<file path="config.mk">
export PLATFORM = sky130hd
export DESIGN_NAME = instr_fetch
export DESIGN_NICKNAME = d
export VERILOG_FILES = /design/src/rtl/instr_fetch_pkg.sv /design/src/rtl/fetch_skid_buf.sv /design/src/rtl/instr_fetch.sv
export SDC_FILE = /design/constraint.sdc
export NUM_CORES = 1
export LEC_CHECK = 0
export ABC_AREA = 1
export CORE_ASPECT_RATIO = 0.75
export CORE_MARGIN = 4
export CORE_UTILIZATION = 35
export DETAILED_ROUTE_END_ITERATION = 8
export HOLD_SLACK_MARGIN = 0.03
export PLACE_DENSITY = 0.57
export SLEW_MARGIN = 10
export SYNTH_ARGS = -nofsm -noshare
export SYNTH_HDL_FRONTEND = slang
export SYNTH_SLANG_ARGS = --single-unit
</file>
<file path="constraint.sdc">
create_clock -name clk -period 2.4 [get_ports clk]
set_clock_uncertainty 0.1 [all_clocks]
set_input_delay 0.48 -clock clk [delete_from_list [all_inputs] [get_ports clk]]
set_output_delay 0.48 -clock clk [all_outputs]
set_load 0.01 [all_outputs]
</file>
<file path="src/rtl/instr_fetch_pkg.sv">
// Shared fetch-stage definitions: datapath width, NOP encoding, FSM states.
package instr_fetch_pkg;

  localparam int          DATA_WIDTH = 32;
  localparam logic [31:0] NOP_INSTR  = 32'h0000_0013;  // addi x0, x0, 0

  typedef enum logic [1:0] {
    F_REQ  = 2'd0,  // issuing a fetch request
    F_WAIT = 2'd1,  // one request outstanding
    F_HOLD = 2'd2,  // response parked, decode stalled
    F_DROP = 2'd3   // stale response still to come back
  } fetch_state_e;

  // PC arithmetic wraps modulo 2**DATA_WIDTH.
  function automatic logic [DATA_WIDTH-1:0] pc_plus_4(input logic [DATA_WIDTH-1:0] pc);
    return pc + DATA_WIDTH'(4);
  endfunction

endpackage

</file>
<file path="src/rtl/fetch_skid_buf.sv">
// One-entry skid buffer holding an instruction word and its PC while decode is stalled.
module fetch_skid_buf
  import instr_fetch_pkg::*;
(
  input  logic                  clk,
  input  logic                  rst_n,
  input  logic                  load_i,
  input  logic                  clear_i,
  input  logic [31:0]           data_i,
  input  logic [DATA_WIDTH-1:0] pc_i,
  output logic                  valid_o,
  output logic [31:0]           data_o,
  output logic [DATA_WIDTH-1:0] pc_o
);

  logic                  valid_q;
  logic [31:0]           data_q;
  logic [DATA_WIDTH-1:0] pc_q;

  // Clear wins over load so a redirect always leaves the buffer empty.
  always_ff @(posedge clk or negedge rst_n) begin
    if (!rst_n) begin
      valid_q <= 1'b0;
      data_q  <= '0;
      pc_q    <= '0;
    end else if (clear_i) begin
      valid_q <= 1'b0;
    end else if (load_i) begin
      valid_q <= 1'b1;
      data_q  <= data_i;
      pc_q    <= pc_i;
    end
  end

  assign valid_o = valid_q;
  assign data_o  = data_q;
  assign pc_o    = pc_q;

endmodule

</file>
<file path="src/rtl/instr_fetch.sv">
// Instruction fetch stage: single-outstanding request FSM, skid buffer for
// decode stalls, stale-response dropping after redirects, and the IF/ID register.
// Request channel: a request transfers on a cycle where imem_req_valid_o and
// imem_req_ready_i are both high; valid is not sticky and the address may change
// while unaccepted. Response channel has no ready: imem_rsp_valid_i is a one-cycle
// pulse that must be consumed or discarded in that cycle.
module instr_fetch
  import instr_fetch_pkg::*;
#(
  parameter logic [DATA_WIDTH-1:0] RESET_PC = 32'h0000_0000
) (
  input  logic                  clk,
  input  logic                  rst_n,
  input  logic                  stall_f_i,
  input  logic                  stall_d_i,
  input  logic                  flush_d_i,
  input  logic                  pc_src_e_i,
  input  logic [DATA_WIDTH-1:0] pc_target_addr_e_i,
  output logic                  imem_req_valid_o,
  input  logic                  imem_req_ready_i,
  output logic [DATA_WIDTH-1:0] imem_addr_o,
  input  logic                  imem_rsp_valid_i,
  input  logic [31:0]           imem_rsp_data_i,
  output logic [DATA_WIDTH-1:0] pc_f_o,
  output logic [31:0]           instr_d_o,
  output logic [DATA_WIDTH-1:0] pc_d_o,
  output logic [DATA_WIDTH-1:0] pc_plus_4_d_o,
  output logic                  valid_d_o
);

  fetch_state_e          state_q, state_d;
  logic [DATA_WIDTH-1:0] pc_f_q, pc_f_d;
  logic [DATA_WIDTH-1:0] req_pc_q, req_pc_d;
  logic [31:0]           instr_d_q, instr_d_d;
  logic [DATA_WIDTH-1:0] pc_d_q, pc_d_d;
  logic [DATA_WIDTH-1:0] pc4_d_q, pc4_d_d;
  logic                  valid_d_q, valid_d_d;

  logic                  req_valid, req_fire;
  logic                  skid_load, skid_clear, skid_valid;
  logic [31:0]           skid_data;
  logic [DATA_WIDTH-1:0] skid_pc;

  // rst_n gates the request so nothing is issued while reset is held.
  assign req_valid = rst_n && (state_q == F_REQ) && !stall_f_i && !pc_src_e_i;
  assign req_fire  = req_valid && imem_req_ready_i;

  fetch_skid_buf u_skid (
    .clk     (clk),
    .rst_n   (rst_n),
    .load_i  (skid_load),
    .clear_i (skid_clear),
    .data_i  (imem_rsp_data_i),
    .pc_i    (req_pc_q),
    .valid_o (skid_valid),
    .data_o  (skid_data),
    .pc_o    (skid_pc)
  );

  // Next-state, PC and IF/ID update; redirect overrides everything else.
  always_comb begin
    state_d    = state_q;
    pc_f_d     = pc_f_q;
    req_pc_d   = req_pc_q;
    instr_d_d  = instr_d_q;
    pc_d_d     = pc_d_q;
    pc4_d_d    = pc4_d_q;
    valid_d_d  = valid_d_q;
    skid_load  = 1'b0;
    skid_clear = 1'b0;

    // No new word this cycle: bubble unless decode is stalled (flush beats stall).
    if (flush_d_i || !stall_d_i) begin
      valid_d_d = 1'b0;
      instr_d_d = NOP_INSTR;
    end

    if (pc_src_e_i) begin
      pc_f_d     = pc_target_addr_e_i;
      valid_d_d  = 1'b0;
      instr_d_d  = NOP_INSTR;
      skid_clear = 1'b1;
      // An outstanding request with no same-cycle response will still return a
      // stale word; F_DROP waits for it. A response arriving now is discarded.
      if ((state_q == F_WAIT || state_q == F_DROP) && !imem_rsp_valid_i) begin
        state_d = F_DROP;
      end else begin
        state_d = F_REQ;
      end
    end else begin
      case (state_q)
        F_REQ: begin
          if (req_fire) begin
            req_pc_d = pc_f_q;
            state_d  = F_WAIT;
          end
        end
        F_WAIT: begin
          if (imem_rsp_valid_i) begin
            if (stall_d_i) begin
              skid_load = 1'b1;
              state_d   = F_HOLD;
            end else begin
              if (!flush_d_i) begin
                valid_d_d = 1'b1;
                instr_d_d = imem_rsp_data_i;
                pc_d_d    = req_pc_q;
                pc4_d_d   = pc_plus_4(req_pc_q);
              end
              pc_f_d  = pc_plus_4(req_pc_q);
              state_d = F_REQ;
            end
          end
        end
        F_HOLD: begin
          if (!stall_d_i && skid_valid) begin
            if (!flush_d_i) begin
              valid_d_d = 1'b1;
              instr_d_d = skid_data;
              pc_d_d    = skid_pc;
              pc4_d_d   = pc_plus_4(skid_pc);
            end
            pc_f_d     = pc_plus_4(skid_pc);
            skid_clear = 1'b1;
            state_d    = F_REQ;
          end
        end
        F_DROP: begin
          if (imem_rsp_valid_i) begin
            state_d = F_REQ;
          end
        end
        default: state_d = F_REQ;
      endcase
    end
  end

  // State, PC and IF/ID registers.
  always_ff @(posedge clk or negedge rst_n) begin
    if (!rst_n) begin
      state_q   <= F_REQ;
      pc_f_q    <= RESET_PC;
      req_pc_q  <= '0;
      instr_d_q <= NOP_INSTR;
      pc_d_q    <= '0;
      pc4_d_q   <= '0;
      valid_d_q <= 1'b0;
    end else begin
      state_q   <= state_d;
      pc_f_q    <= pc_f_d;
      req_pc_q  <= req_pc_d;
      instr_d_q <= instr_d_d;
      pc_d_q    <= pc_d_d;
      pc4_d_q   <= pc4_d_d;
      valid_d_q <= valid_d_d;
    end
  end

  assign imem_req_valid_o = req_valid;
  assign imem_addr_o      = pc_f_q;
  assign pc_f_o           = pc_f_q;
  assign instr_d_o        = instr_d_q;
  assign pc_d_o           = pc_d_q;
  assign pc_plus_4_d_o    = pc4_d_q;
  assign valid_d_o        = valid_d_q;

endmodule

</file>
==> results <==
- The tightest min-delay check is of the input port to async pin type.
- Summed over all cells, the static leakage comes to 7.31 nW.
- The vertical die dimension is 161 um.
- The share of synthesized cell area in full adder, half adder and majority cells is 0.683%.
- The first-pass GRT wire length is 56.8 mm.
- The starting utilization of the core area is 36.0%.
- Clock latency on the worst-skew pair, taken at its later pin, is 530 ps.
- STA classifies the critical path endpoint as a flop.
- Clock-pin slew was measured on the worst setup and hold paths at 60 ps.
- At the end of the flow the core is filled with cells to 50.6%.
- The critical path contains buffers and inverters numbering 4 combined.
- The area growth from synthesis to layout is 40.6%.
- The setup slack of the critical path after layout is 64.2 ps.
- The count of pins over their slew limit was 0.
- The number of global-route vias before repair was 9980.
- The data required time at the worst endpoint is 2720 ps.
- The number of clock buffers added by TritonCTS is 26.
- The final HPWL from detailed placement is 26.8 mm.
- By instance count, the cell type seen most on the critical path is sky130_fd_sc_hd__nand2_1.
- The main combinational cell family by area after synthesis is simple AND/OR/NAND/NOR gates.
- The library cells used most frequently in the layout, excluding fill and tap cells, are sky130_fd_sc_hd__nand2_1 (494), sky130_fd_sc_hd__clkdlybuf4s50_1 (230), sky130_fd_sc_hd__dfrtp_1 (223).
- In the final layout, the multi-input gates occupy 4640 um^2.
- The number of DRC violations after detailed routing is 0.
- The number of failing hold endpoints at the final stage is 0.
- Dividing the detail-routed via count by the number of cells gives 4.85.
- The worst path arrival time is 2650 ps.
- The finished layout cell area is 15500 um^2.
- Entering global routing, the biggest net connects 161 pins.
- In this run the remaining antenna-violating nets after routing total 0.
- The delay of the slowest cell on the worst path is 410 ps.
- At the pin with the least slew margin, the transition time is 968 ps.
- The count of state elements after synthesis is 226.
- The number of filler instances in the final layout is 2964.
- The total global routing overflow is 0.
- TritonCTS built the clock tree.
- CTS saw 226 sinks.
- The via count is 10200.
- The die width is 213 um.
- Yosys printed 0 warnings.
- The cell area that synthesis handed to floorplanning was 11000 um^2.
- In the final design database the tool counted 1763 nets.
- VDD sags by at most 0.584 mV.
- The maximum level of the CTS H-tree is 1.
- The placeable core area is 30600 um^2.
- The power per unit of standard cell area is 1340 nW/um^2.
- The detailed-router iteration count before antenna repair is 5.
- The fraction of the mapped netlist area in simple logic gates is 25.3%.
- The reported max-cap violation count is 0.
- The worst pin sits at a relative slew slack of 35.4%.
- Traced cell by cell, the critical path runs through ha_4 > inv_6 > buf_4 > nand2_1 > nand2_2 > ha_4 > nand2_2 > nor2_4 > buf_4 > buf_4 > nand2_1 > nand2_1 > nand3_2 > nand2_1 > nand2_1.
- In the final layout, flip-flops and latches occupy 5660 um^2.
- In the synthesized netlist, mux cells make up 0.615% of the area.
- The number of antenna violations at the first check in global routing came to 1.
- The worst path needs 2340 ps of the cycle, external delays included.
- The cell area reported after detailed placement is 14200 um^2.
- The floorplan has 55 rows.
- The final routed wire length divided by cell count is 17.6 um.
- In this run the deepest clock path goes through 3 buffers.
- Prior to clock tree synthesis, the placed netlist has a worst setup slack of -123 ps.
- The critical path class is flop to flop.
- The critical-path cell with the highest stage delay is sky130_fd_sc_hd__dfrtp_1.
- The flow ran to the end, and the final reports show no timing, DRC or antenna violations.
- Hold timing on the final database bottoms out at a slack of 242 ps.
- The overall routing resource usage is 20.8%.
- The leading cell type in the layout, fill and taps excluded is sky130_fd_sc_hd__nand2_1.
- The cell at the root of the clock tree is sky130_fd_sc_hd__clkbuf_16.
- The count of buffers from port buffering is 233.
- For this run, the register share of the synthesized area comes to 51.5%.
- The average instance in the mapped netlist occupies 7.73 um^2.
- The final layout contains routed wiring with a total length of 36.9 mm.
- The die covers 34300 um^2.
- Setup repair after global routing could not meet its margin everywhere.
- The maximum fanout along the worst path is 8.
- The highest clock frequency the design can meet is 428 MHz.
- In this run, distinct cell masters in the synthesized netlist total 35.
- Setup violations remaining at the end of the flow were counted as 0.
- 234 I/O pins were placed.
- Cells with a size suffix above 1 make up 15.6% of the layout.
- The part of the cycle the worst path needs is 97.3%.
- The worst setup path is launched from a flop.
- The synthesized netlist devotes 0.558% of its cell area to XOR and XNOR gates.
- The cell count after synthesis came out at 1422.
- The kind of cell with the highest combined delay along the critical path is simple AND/OR/NAND/NOR gates.
- Summing the areas of all compound-gate instances in the mapped netlist gives 12.0% of the synthesized area.
- The net count after synthesis is 1500.
- The total power is 0.0207 W.
- The congestion estimate from routability-driven global placement came to 0.918.
- The DRC violation total after the first TritonRoute iteration is 811.
worst reg2reg max path, cell delays in order, from the launching register on:
cell                      delay (ps)
sky130_fd_sc_hd__dfrtp_1         410
sky130_fd_sc_hd__ha_4            210
sky130_fd_sc_hd__inv_6            90
sky130_fd_sc_hd__buf_4           160
sky130_fd_sc_hd__nand2_1          80
sky130_fd_sc_hd__nand2_2          90
sky130_fd_sc_hd__ha_4            150
sky130_fd_sc_hd__nand2_2          70
sky130_fd_sc_hd__nor2_4          250
sky130_fd_sc_hd__buf_4           160
sky130_fd_sc_hd__buf_4           100
sky130_fd_sc_hd__nand2_1          50
sky130_fd_sc_hd__nand2_1          90
sky130_fd_sc_hd__nand3_2         110
sky130_fd_sc_hd__nand2_1          90
sky130_fd_sc_hd__nand2_1          40
kinds of logic (layout without fill, tap and decap cells):
logic type,after synthesis,in the layout
AND/OR/NAND/NOR,702,703
AO/OA/AOI/OAI,251,251
flip-flops,226,226
buffers and inverters,224,504
XOR/XNOR,7,7
adder cells (fa/ha/maj),6,6
multiplexers,6,6
other,0,1
state kept, by name, indices dropped and copies added, names as in the netlist:
name / flops
req_pc_q: 32
u_skid.data_o: 32
u_skid.pc_o: 32
state_q: 2
instr_d_o: 32
u_skid.valid_o: 1
imem_addr_o: 32
pc_plus_4_d_o: 30
pc_d_o: 32
valid_d_o: 1
metal layers:
layer	GRT usage [%]	wire length [um]	up-vias
li1	-	-	4960
met1	32.8	18400	4856
met2	30.2	15400	330
met3	3.50	2460	46
met4	4.16	664	0
met5	0	0	-
final timing paths:
kind / end / slack [ps] / startpoint / cells after the start
worst max-delay path: imem_addr_o[22] / 60 / state_q[1] / 15
worst min-delay path: instr_d_o[29] / 240 / rst_n / 2
worst max register to register: imem_addr_o[22] / 60 / state_q[1] / 15
worst min register to register: pc_d_o[19] / 380 / pc_d_o[19] / 2
max in group asynchronous: imem_addr_o[14] / 810 / rst_n / 3
min in group clk: instr_d_o[21] / 350 / pc_src_e_i / 3
through the flow:
stage                     cells  TNS, ps
after detailed placement   2043     -799
after global routing       2103     -279
final                      2103        0
after floorplan            1422        0
after CTS                  2092     -108
after global placement     2043     -596
Yosys cell counts:
master / number / area [um^2]
sky130_fd_sc_hd__and2_1: 1 / 6.26
sky130_fd_sc_hd__o21ai_1: 3 / 15.0
sky130_fd_sc_hd__nor2_4: 1 / 11.3
sky130_fd_sc_hd__a31oi_1: 2 / 12.5
sky130_fd_sc_hd__xor2_1: 7 / 61.3
sky130_fd_sc_hd__a21oi_1: 72 / 360
sky130_fd_sc_hd__nor2_2: 12 / 75.1
sky130_fd_sc_hd__o21a_1: 1 / 7.51
sky130_fd_sc_hd__nand3_2: 1 / 10.0
sky130_fd_sc_hd__a211oi_1: 1 / 7.51
sky130_fd_sc_hd__nor3_1: 3 / 15.0
sky130_fd_sc_hd__buf_8: 1 / 15.0
sky130_fd_sc_hd__inv_2: 2 / 7.51
sky130_fd_sc_hd__inv_1: 117 / 439
sky130_fd_sc_hd__buf_4: 37 / 278
sky130_fd_sc_hd__o221ai_1: 3 / 26.3
sky130_fd_sc_hd__o22ai_1: 4 / 25.0
sky130_fd_sc_hd__clkbuf_1: 43 / 161
sky130_fd_sc_hd__nand2_1: 527 / 1980
sky130_fd_sc_hd__dfrtp_1: 223 / 5580
sky130_fd_sc_hd__nand4_1: 1 / 6.26
sky130_fd_sc_hd__o21ai_0: 153 / 766
sky130_fd_sc_hd__buf_2: 22 / 110
sky130_fd_sc_hd__buf_6: 2 / 22.5
sky130_fd_sc_hd__nand3_1: 32 / 160
sky130_fd_sc_hd__nor2_1: 104 / 390
sky130_fd_sc_hd__nand2_2: 18 / 113
sky130_fd_sc_hd__mux2_2: 6 / 67.6
sky130_fd_sc_hd__o211ai_1: 8 / 60.1
sky130_fd_sc_hd__o21ai_4: 1 / 16.3
sky130_fd_sc_hd__o21bai_1: 2 / 15.0
sky130_fd_sc_hd__dfstp_2: 3 / 78.8
sky130_fd_sc_hd__o311ai_0: 1 / 8.76
sky130_fd_sc_hd__or2_2: 2 / 12.5
sky130_fd_sc_hd__ha_1: 6 / 75.1
timing repair:
item                       in CTS  in global routing
setup endpoints to repair      20                108
hold buffers                    1                  0
buffers inserted                2                  8
hold endpoints to repair        8                  0
pin swaps                       2                 16
resized for setup              18                 78
cloned                          0                  2
layout make-up:
| class | instances | area share, % |
|---|---|---|
| Sequential cell | 226 | 36.6 |
| Multi-Input combinational cell | 973 | 30.0 |
| Timing Repair Buffer | 339 | 21.5 |
| Clock buffer | 35 | 4.76 |
| Tap cell | 399 | 3.23 |
| Inverter | 119 | 2.92 |
| Clock inverter | 11 | 0.866 |
| Antenna cell | 1 | 0.0162 |
power by group:
group          leakage [nW]  switching, W  internal (W)
sequential             2.78       0.00121       0.00542
combinational          4.09       0.00552       0.00453
clock                 0.434       0.00159       0.00246
total                  7.31       0.00832        0.0124
(Power assumes the default switching activity.)
